<file path="src/rtl/harmonic_sample_fetcher.sv">
// Harmonic sample fetcher: on each codec frame, request one sample from the
// generator, saturate it to 16 bits and hold it for the codec. Missed frames
// and generator timeouts are recorded as underruns.
module harmonic_sample_fetcher #(
    parameter int unsigned TIMEOUT_CYCLES = 255
) (
    input  logic               clk,
    input  logic               reset,
    input  logic               codec_frame,
    input  logic               play_enable,
    input  logic               note_done,
    input  logic signed [17:0] harmonic_in,
    input  logic               sample_ready_in,
    output logic               generate_next_sample,
    output logic signed [15:0] sample_out,
    output logic               sample_valid,
    output logic               underrun,
    output logic [7:0]         underrun_count
);

    typedef enum logic [1:0] {StIdle, StReq, StWait, StDeliver} state_e;

    state_e             state_q, state_d;
    logic [7:0]         wait_cnt_q, wait_cnt_d;
    logic signed [15:0] sample_q, sample_d;
    logic               underrun_q, underrun_d;
    logic [7:0]         ur_cnt_q, ur_cnt_d;

    logic       silent;
    logic       frame_miss;
    logic       timeout_evt;
    logic [8:0] wait_next;
    logic [1:0] ur_inc;
    logic [8:0] ur_sum;

    // Clamp an 18-bit generator sample into the signed 16-bit codec range.
    function automatic logic signed [15:0] sat16(input logic signed [17:0] x);
        if (x > 18'sd32767) begin
            return 16'h7fff;
        end else if (x < -18'sd32768) begin
            return 16'h8000;
        end else begin
            return x[15:0];
        end
    endfunction

    assign silent     = !play_enable || note_done;
    assign frame_miss = codec_frame && (state_q != StIdle);
    assign wait_next  = {1'b0, wait_cnt_q} + 9'd1;

    // Next-state, captured sample and underrun bookkeeping.
    always_comb begin
        state_d     = state_q;
        wait_cnt_d  = wait_cnt_q;
        sample_d    = sample_q;
        underrun_d  = underrun_q;
        ur_cnt_d    = ur_cnt_q;
        timeout_evt = 1'b0;

        unique case (state_q)
            StIdle: begin
                if (codec_frame) begin
                    if (!silent) begin
                        state_d = StReq;
                    end else begin
                        sample_d = '0;
                        state_d  = StDeliver;
                    end
                end
            end
            StReq: begin
                wait_cnt_d = '0;
                state_d    = StWait;
            end
            StWait: begin
                // A valid sample wins over abort and timeout in the same cycle.
                if (sample_ready_in) begin
                    sample_d = sat16(harmonic_in);
                    state_d  = StDeliver;
                end else if (silent) begin
                    sample_d = '0;
                    state_d  = StDeliver;
                end else if (wait_next >= 9'(TIMEOUT_CYCLES)) begin
                    // Keep the previous sample on timeout.
                    timeout_evt = 1'b1;
                    state_d     = StDeliver;
                end else begin
                    wait_cnt_d = wait_next[7:0];
                end
            end
            StDeliver: begin
                state_d = StIdle;
            end
            default: begin
                state_d = StIdle;
            end
        endcase

        ur_inc = {1'b0, frame_miss} + {1'b0, timeout_evt};
        ur_sum = {1'b0, ur_cnt_q} + {7'd0, ur_inc};
        if (ur_inc != 2'd0) begin
            underrun_d = 1'b1;
        end
        ur_cnt_d = ur_sum[8] ? 8'hff : ur_sum[7:0];
    end

    // State registers; reset abandons any outstanding request.
    always_ff @(posedge clk or negedge reset) begin
        if (!reset) begin
            state_q    <= StIdle;
            wait_cnt_q <= '0;
            sample_q   <= '0;
            underrun_q <= 1'b0;
            ur_cnt_q   <= '0;
        end else begin
            state_q    <= state_d;
            wait_cnt_q <= wait_cnt_d;
            sample_q   <= sample_d;
            underrun_q <= underrun_d;
            ur_cnt_q   <= ur_cnt_d;
        end
    end

    assign generate_next_sample = (state_q == StReq);
    assign sample_valid         = (state_q == StDeliver);
    assign sample_out           = sample_q;
    assign underrun             = underrun_q;
    assign underrun_count       = ur_cnt_q;

endmodule

</file>
<file path="config.mk">
export PLATFORM = sky130hd
export DESIGN_NAME = harmonic_sample_fetcher
export DESIGN_NICKNAME = d
export VERILOG_FILES = /design/src/rtl/harmonic_sample_fetcher.sv
export SDC_FILE = /design/constraint.sdc
export NUM_CORES = 1
export LEC_CHECK = 0
export CAP_MARGIN = 20
export CORE_UTILIZATION = 44
export CTS_CLUSTER_SIZE = 30
export DETAILED_ROUTE_END_ITERATION = 10
export GPL_TIMING_DRIVEN = 0
export HOLD_SLACK_MARGIN = 0.08
export PLACE_DENSITY = 0.76
export SYNTH_ARGS = -nofsm -noshare
export SYNTH_HDL_FRONTEND = slang
export SYNTH_SLANG_ARGS = --single-unit
</file>
<file path="constraint.sdc">
create_clock -name clk -period 3.25 [get_ports clk]
set_input_delay 0.65 -clock clk [delete_from_list [all_inputs] [get_ports clk]]
set_output_delay 0.65 -clock clk [all_outputs]
set_load 0.05 [all_outputs]
</file>
Word-level counts from Yosys, hierarchy flattened
Index checks and enable logic that the tools add are counted.
W data, S select, Z words.
{ "word_totals": {"ram_bits": 0, "register_bits": 35, "mem_count": 0, "mem_bits_ro": 0, "latchBits": 0} }
{ "classes": {"magnitude_cmp": 3, "n_addsub": 3, "n_mux": 21, "div": 0, "n_eq_ne": 8, "reduce_logical": 11, "bitwise_logic": 0, "shifts": 0, "mul": 0} }
{ "ops": {"columns": ["operator", "count"], "rows": [
  ["$mux W16", 5],
  ["$mux W8", 4],
  ["$pmux W16 S2", 1],
  ["$gt A18 B16 Y1 const B", 1],
  ["$lt A18 B16 Y1 const B", 1],
  ["$pmux W8 S2", 1],
  ["$mux W2", 5],
  ["$add A8 B1 Y9 const B", 1],
  ["$add A8 B2 Y9", 1],
  ["$ge A9 B8 Y1 const B", 1],
  ["$ne A2 B2 Y1 const B", 4],
  ["$pmux W2 S4", 1],
  ["$reduce_bool A2 Y1", 4],
  ["$eq A2 B2 Y1 const B", 2],
  ["$mux W1", 4],
  ["$ne A4 B4 Y1 const B", 1],
  ["$reduce_and A2 Y1", 2],
  ["$reduce_and A4 Y1", 1],
  ["$add A1 B1 Y2", 1],
  ["$eq A2 B1 Y1 const B", 1],
  ["$logic_not A2 Y1", 1],
  ["$logic_and A1 B1 Y1", 1],
  ["$logic_not A1 Y1", 1],
  ["$logic_or A1 B1 Y1", 1]
]} }

Depth between registers and ports, before layout
{ "depth": {"ltp_word": 9, "mapped_depth": 17, "depth_no_buf": 16} }

Worst setup path before layout
Ideal clock, no wire load.
{ "synth_path": {"path_type": "register to register", "from": "register wait_cnt_q[3]", "to": "register ur_cnt_q[0], in the netlist underrun_count[0]", "stages_incl_launch_ff": 15, "path_buffers": 1, "required_time_ns": 3.177, "arrival_time_ns": 3.179, "period_less_slack_ns": 3.252, "path_slack_ns": -0.002, "path_cell_list": "dfrtp_1 -> buf_2 -> nand3_2 -> or4b_4 -> a32oi_4 -> and2_2 -> nor2_1 -> or2_2 -> ha_1 -> ha_1 -> inv_1 -> fa_1 -> nor2_1 -> nand3_1 -> nand2b_1"} }
{ "synth_via": {"elab_chain_cells": 9} }
{ "synth_rtl": {"columns": ["element", "line_no", "source"], "rows": [
  ["start, declared", "24", "logic [7:0] wait_cnt_q, wait_cnt_d;"],
  ["start signal, assigned", "117", "wait_cnt_q <= wait_cnt_d;"],
  ["$add A8 B1 Y9", "49", "assign wait_next = {1'b0, wait_cnt_q} + 9'd1;"],
  ["$ge A9 B8 Y1", "83", "end else if (wait_next >= 9'(TIMEOUT_CYCLES)) begin"],
  ["$mux W1", "83", null],
  ["$mux W1", "80", "end else if (silent) begin"],
  ["$mux W1", "77", "if (sample_ready_in) begin"],
  ["$mux W1", "60", "unique case (state_q)"],
  ["$add A1 B1 Y2", "99", "ur_inc = {1'b0, frame_miss} + {1'b0, timeout_evt};"],
  ["$add A8 B2 Y9", "100", "ur_sum = {1'b0, ur_cnt_q} + {7'd0, ur_inc};"],
  ["$mux W8", "104", "ur_cnt_d = ur_sum[8] ? 8'hff : ur_sum[7:0];"],
  ["via ur_cnt_d[0]", "27", "logic [7:0] ur_cnt_q, ur_cnt_d;"],
  ["end signal, assigned", "120", "ur_cnt_q <= ur_cnt_d;"],
  ["end, declared", "27", null]
]} }
The timed path passes the listed nets, and every way through them passes these cells.
A chain may end at the register's enable or synchronous reset.

Final worst setup path
{ "layout_path": {"from": "register wait_cnt_q[0]", "to": "register ur_cnt_q[6], in the netlist underrun_count[6]"} }
Same word-level chain as after synthesis.

==> metrics.yaml <==
place:
  hpwl_um: 3014
  place_congestion: 0.7434
  io_buffers: 50
  dp.cells: 309
sta:
  hold_viol: 0
  fmax_ghz: 0.3186
  min_period_ns: 3.139
  tightestPinTransition_ns: 0.7778
  fin_crit_sh_pct: 96.58
  finalMaxSlewViolations: 0
  rsz0062_at_grt: "false"
  setup_viol: 0
  finalClockSkew_ns: 0.005602
  maxSlewHeadroom_pct: 48.14
synth:
  yosysTopAreaCellShare_pct: 44.93
  synth_area_mm2: 0.001949
  async_flop_share_pct: 100.0
  postSynthCellCount: 209
  yosysSeqAreaShare_pct: 44.93
  syn_avg_cell_area_um2: 9.327
  synth_top_area_cell: "dfrtp_1"
  synth_fp_nets: 244
  netlist_top_cells_area: "dfrtp_1 (45%), nand2_1 (6.5%), ha_1 (6.4%), o21ai_0 (5.1%), nor2_1 (4.8%)"
  synth_cell_types: 44
  ys_ff_latch: 35
  ys.warnings.count: 0
  synth_edf_count: 0
  synthFlopType: "dfrtp_1"
clock_network:
  cts_buffers: 5
  cts-root-buf: "clkbuf_8"
  clock-sinks: 35
  cts.path.max_buffers: 2
  holdBufCountCts: 0
  cts_max_level: 2
  cts_tree: "done"
  cts.clk_slew.worst_paths_ns: 0.07
  clock_latency_ns: 0.29
detailed_routing:
  routed-via-count: 1707
  drt_first_pass_iters: 4
  viasPerCell: 5.204
  postRouteWirelength_um: 4388
  drt_iter0_drc: 78
  routedWlPerCell_um: 13.38
  antenna_left: 0
  drc: 0
die:
  die_w_um: 68.56
  rows: 23
  core_mm2: 0.004115
  die_area_mm2: 0.004700
  die_y_um: 68.56
  initial_core_util_pct: 47.37
  io_pins: 51
setup_path:
  worstPathArrival_ns: 3.32
  r2r-start: "wait_cnt_q[0]$_DFFE_PN0P_"
  worstSetupStartpoint: "wait_cnt_q[0]$_DFFE_PN0P_"
  crit_end: "underrun_count[6]$_DFF_PN0_"
  r2r_end: "underrun_count[6]$_DFF_PN0_"
  worst-setup-path-type: "reg2reg"
  worst_setup_path_end_kind: "register"
  cp_max_fo: 5
  worst-endpoint-required_ns: 3.43
  startpoint_type: "register"
  reg2reg_slack_ns: 0.11
  reg2regPathDepth: 15
layout:
  fill_cells: 314
  fin_nets: 312
  register_area_um2: 879.6
  final_core_util_pct: 68.50
  multi_input_area_mm2: 0.001125
  mostFrequentLayoutCells: "clkdlybuf4s50_1 (49), nand2_1 (33), dfrtp_1 (32)"
  diodes: 0
  mostFrequentLayoutCell: "clkdlybuf4s50_1"
  syn2layout_area_growth_pct: 44.61
  stdcell_count: 328
  drive_gt1_share_pct: 18.71
min_path:
  min_path_type: "in2async"
grt:
  antenna_found_initial: 0
  grtUsageTotal_pct: 20.67
  grt_overflow: 0
  grt_max_degree: 36
  grt_pass1_wl_um: 7148
  grt_pass1_vias: 1644
power_and_ir_drop:
  p_per_area_mw_per_mm2: 880.2
  p_leak_nw: 1.247
  ir_worst_vdd_mv: 0.6401
status:
  status: "finished clean"
flow_run:
  cap_violations: 0
## layer usage
layer	share of wire, %	track usage [%]
met5	0	0
met4	1.7	7.813
met3	7.3	6.743
met2	47	32.97
met1	44	25.95
## cell usage after synthesis (2+ instances only)
cell type / count
nor3_1: 4
o21bai_1: 2
nand3_1: 5
or2_2: 3
mux2_2: 2
inv_1: 9
a211o_1: 4
clkbuf_1: 4
a21oi_1: 4
nand2_1: 34
dfrtp_1: 35
o21ai_0: 20
nand4_1: 5
a21o_1: 3
and3_1: 4
xor2_1: 3
a21boi_0: 2
nand2b_1: 5
a21oi_4: 2
nor2_1: 25
nor2b_1: 2
ha_1: 10
## worst min-delay path by stage
| stage | from | end | slack [ns] | depth (start not counted) |
|---|---|---|---|---|
| 3_3_place_gp | underrun$_DFFE_PN0P_ | underrun$_DFFE_PN0P_ | 0.45 | 1 |
| 2_1_floorplan | reset | sample_out[0]$_DFFE_PN0P_ | 0.35 | 0 |
| 6_report | reset | sample_out[14]$_DFFE_PN0P_ | 0.44 | 1 |
| 4_1_cts | reset | sample_out[6]$_DFFE_PN0P_ | 0.46 | 1 |
| 3_5_place_dp | underrun$_DFFE_PN0P_ | underrun$_DFFE_PN0P_ | 0.46 | 1 |
| 5_1_grt | reset | sample_out[14]$_DFFE_PN0P_ | 0.50 | 1 |
## registers in the layout (all words and copies together), names as in the netlist
signal,count
sample_out,16
underrun_count,8
wait_cnt_q,8
state_q,2
underrun,1
## layout make-up
cell class | instances | area share (%)
multi-input cells | 159 | 39.90
repair buffers | 61 | 20.51
well taps | 50 | 2.219
inverters | 9 | 1.198
plain buffers | 6 | 1.420
flip-flops and latches | 35 | 31.20
clock buffers | 8 | 3.551
## worst max-delay path, stage by stage (launching register included)
cell and delay [ns]:
dfrtp_1 0.41, clkbuf_8 0.17, nand2_4 0.06, or4b_4 0.50, a32oi_4 0.21, and2_4 0.18, nor2_2 0.04, or2_4 0.26
ha_4 0.27, ha_4 0.12, inv_2 0.03, fa_2 0.38, nor2_4 0.17, nand2_1 0.07, nor2_1 0.10, nor2_1 0.05
## stage by stage
stage	setup TNS [ns]	hold WS [ns]	instance area, um2	setup slack [ns]	total power [mW]
floorplan	0	0.3544	1954	0.003366	1.593
global placement	-1.544	0.4508	2517	-0.2382	2.021
detailed placement	-2.368	0.4580	2512	-0.3383	2.041
CTS	0	0.4589	2704	0.01668	2.431
global route	0	0.4959	2819	0.002853	2.637
finish	0	0.4417	2819	0.1111	2.481
## kinds of logic (layout without fill, tap and decap cells)
| family | count (synthesis) | in the layout | synth area share, % |
|---|---|---|---|
| DFF | 35 | 35 | 44.93 |
| buffers and inverters | 15 | 84 | 3.016 |
| xor gates and xnor gates | 4 | 4 | 1.798 |
| and+or+nand+nor | 98 | 98 | 24.65 |
| adders and majority gates | 11 | 11 | 7.445 |
| AOI/OAI and AO/OA | 42 | 42 | 15.34 |
| muxes | 4 | 4 | 2.824 |
## where the power goes
group          internal (mW)  switching, mW
Combinational          0.501          0.902
Clock                  0.193          0.151
Sequential             0.596          0.138
Total                   1.29           1.19
## what timing repair did
action | CTS | global route
gates resized for setup | 15 | 12
setup endpoints to repair | 8 | 7
gates cloned | 0 | 0
buffers inserted | 5 | 6
pin swaps | 6 | 12
(Power assumes the default switching activity.)
